[config.mk]
export PLATFORM = sky130hd
export DESIGN_NAME = alu_arbiter
export DESIGN_NICKNAME = d
export VERILOG_FILES = /design/src/rtl/alu_arb_pkg.sv /design/src/rtl/alu_core.sv /design/src/rtl/alu_arbiter.sv
export SDC_FILE = /design/constraint.sdc
export NUM_CORES = 1
export LEC_CHECK = 0
export BUFFER_PORTS_ARGS = -buffer_cell sky130_fd_sc_hd__buf_2
export CORE_ASPECT_RATIO = 0.7
export CORE_MARGIN = 5
export CORE_UTILIZATION = 40
export CTS_CLUSTER_SIZE = 28
export DETAILED_ROUTE_END_ITERATION = 12
export PLACE_DENSITY_LB_ADDON = 0.15
export SLEW_MARGIN = 25
export SYNTH_ARGS = -nofsm -noshare
export SYNTH_HDL_FRONTEND = slang
export SYNTH_SLANG_ARGS = --single-unit
[constraint.sdc]
create_clock -name CLK -period 2.45 [get_ports CLK]
set_input_delay 0.245 -clock CLK [delete_from_list [all_inputs] [get_ports CLK]]
set_output_delay 0.245 -clock CLK [all_outputs]
set_load 0.005 [all_outputs]
[src/rtl/alu_arb_pkg.sv]
// alu_arb_pkg: shared types and constants for the two-requester ALU arbiter.
//   state_t    - arbiter FSM state encoding
//   OP_*       - 3-bit ALU opcode constants
//   alu_req_t  - operation captured on the grant edge
//   pop4()     - population count of a 4-bit operand
package alu_arb_pkg;

    localparam int unsigned OPND_W = 4;
    localparam int unsigned RES_W  = 8;
    localparam int unsigned OP_W   = 3;
    localparam int unsigned CNT_W  = 4;

    typedef enum logic [1:0] {
        ST_IDLE = 2'd0,
        ST_EXEC = 2'd1,
        ST_RESP = 2'd2
    } state_t;

    localparam logic [OP_W-1:0] OP_ZERO  = 3'b000;
    localparam logic [OP_W-1:0] OP_HOLD  = 3'b001;
    localparam logic [OP_W-1:0] OP_CAT   = 3'b010;
    localparam logic [OP_W-1:0] OP_PAIR  = 3'b011;
    localparam logic [OP_W-1:0] OP_ANY   = 3'b100;
    localparam logic [OP_W-1:0] OP_LOGIC = 3'b101;
    localparam logic [OP_W-1:0] OP_ADD8  = 3'b110;
    localparam logic [OP_W-1:0] OP_RADD  = 3'b111;

    typedef struct packed {
        logic              id;
        logic [OP_W-1:0]   op;
        logic [OPND_W-1:0] a;
        logic [OPND_W-1:0] b;
    } alu_req_t;

    function automatic logic [2:0] pop4(input logic [OPND_W-1:0] v);
        return 3'(v[0]) + 3'(v[1]) + 3'(v[2]) + 3'(v[3]);
    endfunction

endpackage

[src/rtl/alu_core.sv]
// alu_core: purely combinational ALU shared by both requesters.
//   op     in  3  opcode (OP_* from alu_arb_pkg)
//   a, b   in  4  operands
//   hold   in  8  hold register of the requester being served
//   result out 8  ALU result
module alu_core
    import alu_arb_pkg::*;
(
    input  logic [OP_W-1:0]   op,
    input  logic [OPND_W-1:0] a,
    input  logic [OPND_W-1:0] b,
    input  logic [RES_W-1:0]  hold,
    output logic [RES_W-1:0]  result
);

    logic [OPND_W:0]   carry;
    logic [OPND_W-1:0] sum;

    // Explicit ripple-carry chain of full adders
    always_comb begin
        carry    = '0;
        sum      = '0;
        carry[0] = 1'b0;
        for (int i = 0; i < int'(OPND_W); i++) begin
            sum[i]     = a[i] ^ b[i] ^ carry[i];
            carry[i+1] = (a[i] & b[i]) | (carry[i] & (a[i] ^ b[i]));
        end
    end

    // Opcode decode
    always_comb begin
        result = '0;
        case (op)
            OP_RADD:  result = {3'b000, carry[OPND_W], sum};
            OP_ADD8:  result = RES_W'(a) + RES_W'(b);
            OP_LOGIC: result = {~(a & b), ~(a ^ b)};
            OP_ANY:   result = (|(a | b)) ? 8'h0F : 8'h00;
            OP_PAIR:  result = (pop4(a) == 3'd1 && pop4(b) == 3'd2) ? 8'hF0 : 8'h00;
            OP_CAT:   result = {a, ~b};
            OP_HOLD:  result = hold;
            OP_ZERO:  result = '0;
            default:  result = '0;
        endcase
    end

endmodule

[src/rtl/alu_arbiter.sv]
// alu_arbiter: arbitrates two requesters onto one shared ALU.
// Optional feature: define ROUND_ROBIN_EN for round-robin contention
// resolution; otherwise requester 0 has fixed priority.
//   CLK            in   1  clock
//   reset          in   1  asynchronous active-high reset
//   req0, req1     in   1  level requests
//   op0, op1       in   3  opcodes
//   a0,b0,a1,b1    in   4  operands
//   ack0, ack1     out  1  one-cycle result-valid pulses
//   result         out  8  result, nonzero only alongside an ack
//   busy           out  1  high whenever the FSM is not IDLE
module alu_arbiter
    import alu_arb_pkg::*;
#(
    parameter int unsigned EXEC_CYCLES = 1
)
(
    input  logic              CLK,
    input  logic              reset,
    input  logic              req0,
    input  logic              req1,
    input  logic [OP_W-1:0]   op0,
    input  logic [OP_W-1:0]   op1,
    input  logic [OPND_W-1:0] a0,
    input  logic [OPND_W-1:0] b0,
    input  logic [OPND_W-1:0] a1,
    input  logic [OPND_W-1:0] b1,
    output logic              ack0,
    output logic              ack1,
    output logic [RES_W-1:0]  result,
    output logic              busy
);

    state_t             state;
    state_t             state_nxt;
    logic [CNT_W-1:0]   cnt;
    alu_req_t           cur;
    logic               grant_id;
    logic               grant;
    logic [RES_W-1:0]   hold0;
    logic [RES_W-1:0]   hold1;
    logic [RES_W-1:0]   core_result;
    logic               ack0_nxt;
    logic               ack1_nxt;
    logic [RES_W-1:0]   result_nxt;
    logic               busy_nxt;

    assign grant = (state == ST_IDLE) && (req0 || req1);

`ifdef ROUND_ROBIN_EN
    logic last_id;

    // On contention favour whoever was not granted last
    always_comb begin
        grant_id = req1;
        if (req0 && req1) grant_id = ~last_id;
    end

    always_ff @(posedge CLK or posedge reset) begin
        if (reset)      last_id <= 1'b1;
        else if (grant) last_id <= grant_id;
    end
`else
    // Requester 0 wins any contention
    always_comb begin
        grant_id = ~req0;
    end
`endif

    // State register
    always_ff @(posedge CLK or posedge reset) begin
        if (reset) state <= ST_IDLE;
        else       state <= state_nxt;
    end

    // Next-state logic
    always_comb begin
        state_nxt = state;
        case (state)
            ST_IDLE: if (req0 || req1) state_nxt = ST_EXEC;
            ST_EXEC: if (cnt == CNT_W'(EXEC_CYCLES - 1)) state_nxt = ST_RESP;
            ST_RESP: state_nxt = ST_IDLE;
            default: state_nxt = ST_IDLE;
        endcase
    end

    // Output logic: next values for the registered outputs
    always_comb begin
        ack0_nxt   = 1'b0;
        ack1_nxt   = 1'b0;
        result_nxt = '0;
        busy_nxt   = (state_nxt != ST_IDLE);
        if (state == ST_RESP) begin
            ack0_nxt   = ~cur.id;
            ack1_nxt   = cur.id;
            result_nxt = core_result;
        end
    end

    // EXEC dwell counter
    always_ff @(posedge CLK or posedge reset) begin
        if (reset)                 cnt <= '0;
        else if (state == ST_EXEC) cnt <= cnt + CNT_W'(1);
        else                       cnt <= '0;
    end

    // Capture the granted operation so later input changes are ignored
    always_ff @(posedge CLK or posedge reset) begin
        if (reset) begin
            cur <= '0;
        end else if (grant) begin
            cur.id <= grant_id;
            cur.op <= grant_id ? op1 : op0;
            cur.a  <= grant_id ? a1  : a0;
            cur.b  <= grant_id ? b1  : b0;
        end
    end

    alu_core u_core (
        .op     (cur.op),
        .a      (cur.a),
        .b      (cur.b),
        .hold   (cur.id ? hold1 : hold0),
        .result (core_result)
    );

    // Registered outputs and per-requester hold registers
    always_ff @(posedge CLK or posedge reset) begin
        if (reset) begin
            ack0   <= 1'b0;
            ack1   <= 1'b0;
            result <= '0;
            busy   <= 1'b0;
            hold0  <= '0;
            hold1  <= '0;
        end else begin
            ack0   <= ack0_nxt;
            ack1   <= ack1_nxt;
            result <= result_nxt;
            busy   <= busy_nxt;
            if (state == ST_RESP && !cur.id) hold0 <= core_result;
            if (state == ST_RESP &&  cur.id) hold1 <= core_result;
        end
    end

endmodule

==> metrics.log <==
[metrics] outcome: completed
[metrics] Clock Root Buffer: clkbuf_8
[metrics] Fmax achieved: 437 MHz
[metrics] Worst Tran Pin Value: 0.781 ns
[metrics] Cell Count Post-Placement: 346
[metrics] most used cell, CP: ha_1
[metrics] remaining global-route overflow: 0
[metrics] slowest cell delay on critical path: 0.43 ns
[metrics] average wire per standard cell: 14.7 um
[metrics] switching power total: 1.55 mW
[metrics] data required time at the worst endpoint: 2.65 ns
[metrics] total setup violations reported at the end of the flow: 0
[metrics] WS Path Type: register to register
[metrics] placer's final routability congestion estimate: 0.830
[metrics] ordered cell list for the critical path: ha_1, fa_1, ha_1, nor3b_1, and4_4, o32ai_2, o31ai_2
[metrics] final count of pins violating max slew: 0
[metrics] count of nets after finishing: 320
[metrics] crit path max-delay cell type: dfrtp_1
[metrics] top flip-flop cell by instance count after synthesis: dfrtp_1
[metrics] wire length of the first global-routing pass: 9.14 mm
[metrics] Worst Reg-to-Reg Cells: 7
[metrics] part of the Yosys area used for sequential elements: 44.6%
[metrics] top-level port count: 37
[metrics] critical path launch point type: register
[metrics] DRT iter0 DRCs: 64
[metrics] Avg Synthesized Cell Area: 10.6 um^2
[metrics] Fin Setup TNS: 0 ns
[metrics] number of buffers added to fix hold violations after cts: 0
[metrics] Total Routed Length: 5.21 mm
[metrics] WP data arrival: 2.49 ns
[metrics] clock transition at the register clock pins on the worst setup and hold paths after CTS: 0.08 ns
[metrics] post-route fraction of the period consumed by the critical path: 93.4%
[metrics] Mapped Area: 2520 um^2
[metrics] fraction of power spent switching nets: 43.1%
[metrics] number of buffers created by CTS: 5
[metrics] filler instances: 599
[metrics] maximum ir drop on the vdd rail: 0.458 mV
[metrics] Port Buffer Count: 36
[metrics] async set or reset register ratio after synthesis: 100%
[metrics] post-layout instance count excluding filler cells: 354
[metrics] Die H: 76.4 um
[metrics] die boundary width: 105 um
[metrics] number of antenna violations at the first check in global routing: 0
[metrics] initial standard-cell utilization of the core: 40.8%
[metrics] deepest level of the CTS H-tree: 2
[metrics] nature of the critical path endpoint: register
[metrics] share of post-route cells with drive strength above 1: 24.6%
[metrics] Routed Antenna Nets: 0
[metrics] endpoints failing hold: 0
[metrics] largest driver fanout on the critical path: 5
[metrics] number of enable flip-flop cells after synthesis: 0
[metrics] synthesis-stage register bit count: 45
[metrics] maximum number of pins on one net before global-route repair: 46
[metrics] ratio of routed vias to standard cells: 4.99
[metrics] residual DRC count: 0
[metrics] vias in the first global route: 1823
[metrics] number of cell rows: 24
[metrics] internal power contribution: 2.04 mW
[metrics] class of the most critical hold timing path: input port to async pin
[metrics] DP Wirelength: 3.93 mm
[metrics] Sink Count: 45
[metrics] worst relative slew slack: 47.9%
[metrics] final critical path time including I/O delays and setup: 2.29 ns
[metrics] portion of total power attributed to sequential cells: 37.8%
[metrics] synth-to-layout area growth: 13.9%
[metrics] count of synthesis-stage warnings from yosys: 0
[metrics] worst-skew pair later-pin latency: 0.29 ns
[metrics] Netlist cell types: 47
[metrics] Antenna Diode Count: 0
[metrics] core area: 6190 um^2
[metrics] gate count of the mapped netlist: 237
[metrics] area enclosed by the die boundary: 8020 um^2
[metrics] cell family with the largest share of critical-path delay: adder cells
[metrics] total vias in the final route: 1765
[metrics] GRT Util Overall: 14.0%
[metrics] pwr/cell area: 1250 nW/um^2
[metrics] static leakage power: 1.40 nW
[metrics] clock tree buffer depth: 2
[metrics] relative contribution of the clock network to total power: 12.2%
[metrics] unrepaired setup endpoints after global routing: no
[metrics] 1st-pass router iterations: 4
[metrics] Crit path buffers/inverters: 0
[metrics] post-route clock skew: 0.00781 ns
[metrics] combinational share of power: 50.0%
[metrics] Max Cap Violations: 0
[metrics] CTS tree: built
[metrics] Crit path depth: 7
[metrics] nets in the synthesized netlist: 282
cells in the mapped netlist, drive strengths merged, types with 2 or more instances:
library cell  instances  area (um^2)
mux2i                19          190
a21oi                 9         48.8
nand2b                3         26.3
o22ai                 4         25.0
buf                   7         52.5
a211oi                3         22.5
nor3                  3         26.3
ha                   14          175
nand3                 3         15.0
a21o                  4         37.5
nor3b                 3         27.5
nor2                 22         90.1
inv                  16         60.1
a221oi                3         45.0
dfrtp                45         1130
xnor2                 2         17.5
nand2                23         86.3
o21ai                24          120
o31ai                 3         27.5
clkbuf                5         18.8
fa                    5          100
o21bai                3         22.5
kinds of logic after synthesis:
logic type | count (synthesis) | synth area share (%)
and+or+nand+nor | 66 | 13.8
AOI/OAI and AO/OA | 57 | 16.8
buffers and inverters | 28 | 5.21
DFF | 45 | 44.6
xor gates and xnor gates | 3 | 1.04
muxes | 19 | 7.54
adders and majority gates | 19 | 10.9
stage by stage:
step | setup slack, ns | utilization [%] | power (mW) | cell area, um^2 | hold WS (ns)
final | 0.162 | 46.4 | 3.59 | 2870 | 0.0579
after global routing | 0.00369 | 46.4 | 3.96 | 2870 | 0.138
after CTS | 0.0685 | 46.3 | 3.62 | 2860 | 0.197
after detailed placement | 0.0989 | 45.0 | 3.16 | 2780 | 0.471
after global placement | 0.115 | 45.0 | 3.15 | 2780 | 0.461
after floorplan | 0.301 | - | 2.70 | 2520 | 0.390
final timing paths:
check | startpoint | endpoint | slack (ns)
setup / recovery | cur[4] | hold0[4] | 0.16
hold / removal | reset | cur[4] | 0.06
setup reg to reg | cur[4] | hold0[4] | 0.16
hold reg to reg | hold1[5] | hold1[5] | 0.48
max in group asynchronous | reset | hold1[5] | 1.91
min in group CLK | req1 | busy | 0.20
final cells by class:
class | instances | area (um^2) | area share, %
repair buffers | 43 | 233 | 8.10
clock buffers | 8 | 80.1 | 2.79
multi-input cells | 164 | 1270 | 44.4
well taps | 78 | 97.6 | 3.40
flip-flops and latches | 45 | 1130 | 39.2
inverters | 16 | 61.3 | 2.13
state kept, by name (all words and copies together), names as in the netlist:
| register | cells |
|---|---|
| ack1 | 1 |
| state | 2 |
| result | 8 |
| cnt | 4 |
| cur | 12 |
| ack0 | 1 |
| busy | 1 |
| hold1 | 8 |
| hold0 | 8 |
cell usage in the layout, fill, tap and decap left out, types with 2 or more instances in the layout:
| master | count |
|---|---|
| clkbuf_1 | 3 |
| inv_1 | 14 |
| dfrtp_1 | 45 |
| a211oi_1 | 2 |
| a221oi_2 | 3 |
| o21ai_1 | 5 |
| o22ai_1 | 4 |
| nor3_1 | 2 |
| ha_1 | 14 |
| a21oi_1 | 8 |
| clkbuf_8 | 5 |
| nand3_1 | 3 |
| buf_4 | 7 |
| nand2_1 | 23 |
| nor2_1 | 20 |
| o21bai_1 | 3 |
| nor3b_1 | 2 |
| buf_2 | 36 |
| xnor2_1 | 2 |
| mux2i_1 | 19 |
| a21o_1 | 3 |
| o31ai_1 | 2 |
| fa_1 | 5 |
| o21ai_0 | 19 |
| nand2b_1 | 2 |
power groups by stage:
stage                     logic, mW  clock network, mW  registers (mW)
after floorplan                1.46                  0            1.24
after global placement         1.77                  0            1.38
after detailed placement       1.78                  0            1.38
after CTS                      1.79              0.463            1.37
after global routing           2.06              0.488            1.42
final                          1.80              0.440            1.36
metal layers:
metal  track usage [%]  wire (um)  share of wire (%)
met1              21.2       2760                 53
met2              19.6       2150                 41
met3              3.30        235                4.5
met4              4.21         60                1.2
met5                 0          0                  0
timing repair:
item / CTS / global route
gates resized for setup: 0 / 4
endpoints found under the setup margin: 0 / 10
setup buffers: 0 / 0
Note: power is estimated with default switching activity, not from simulation.
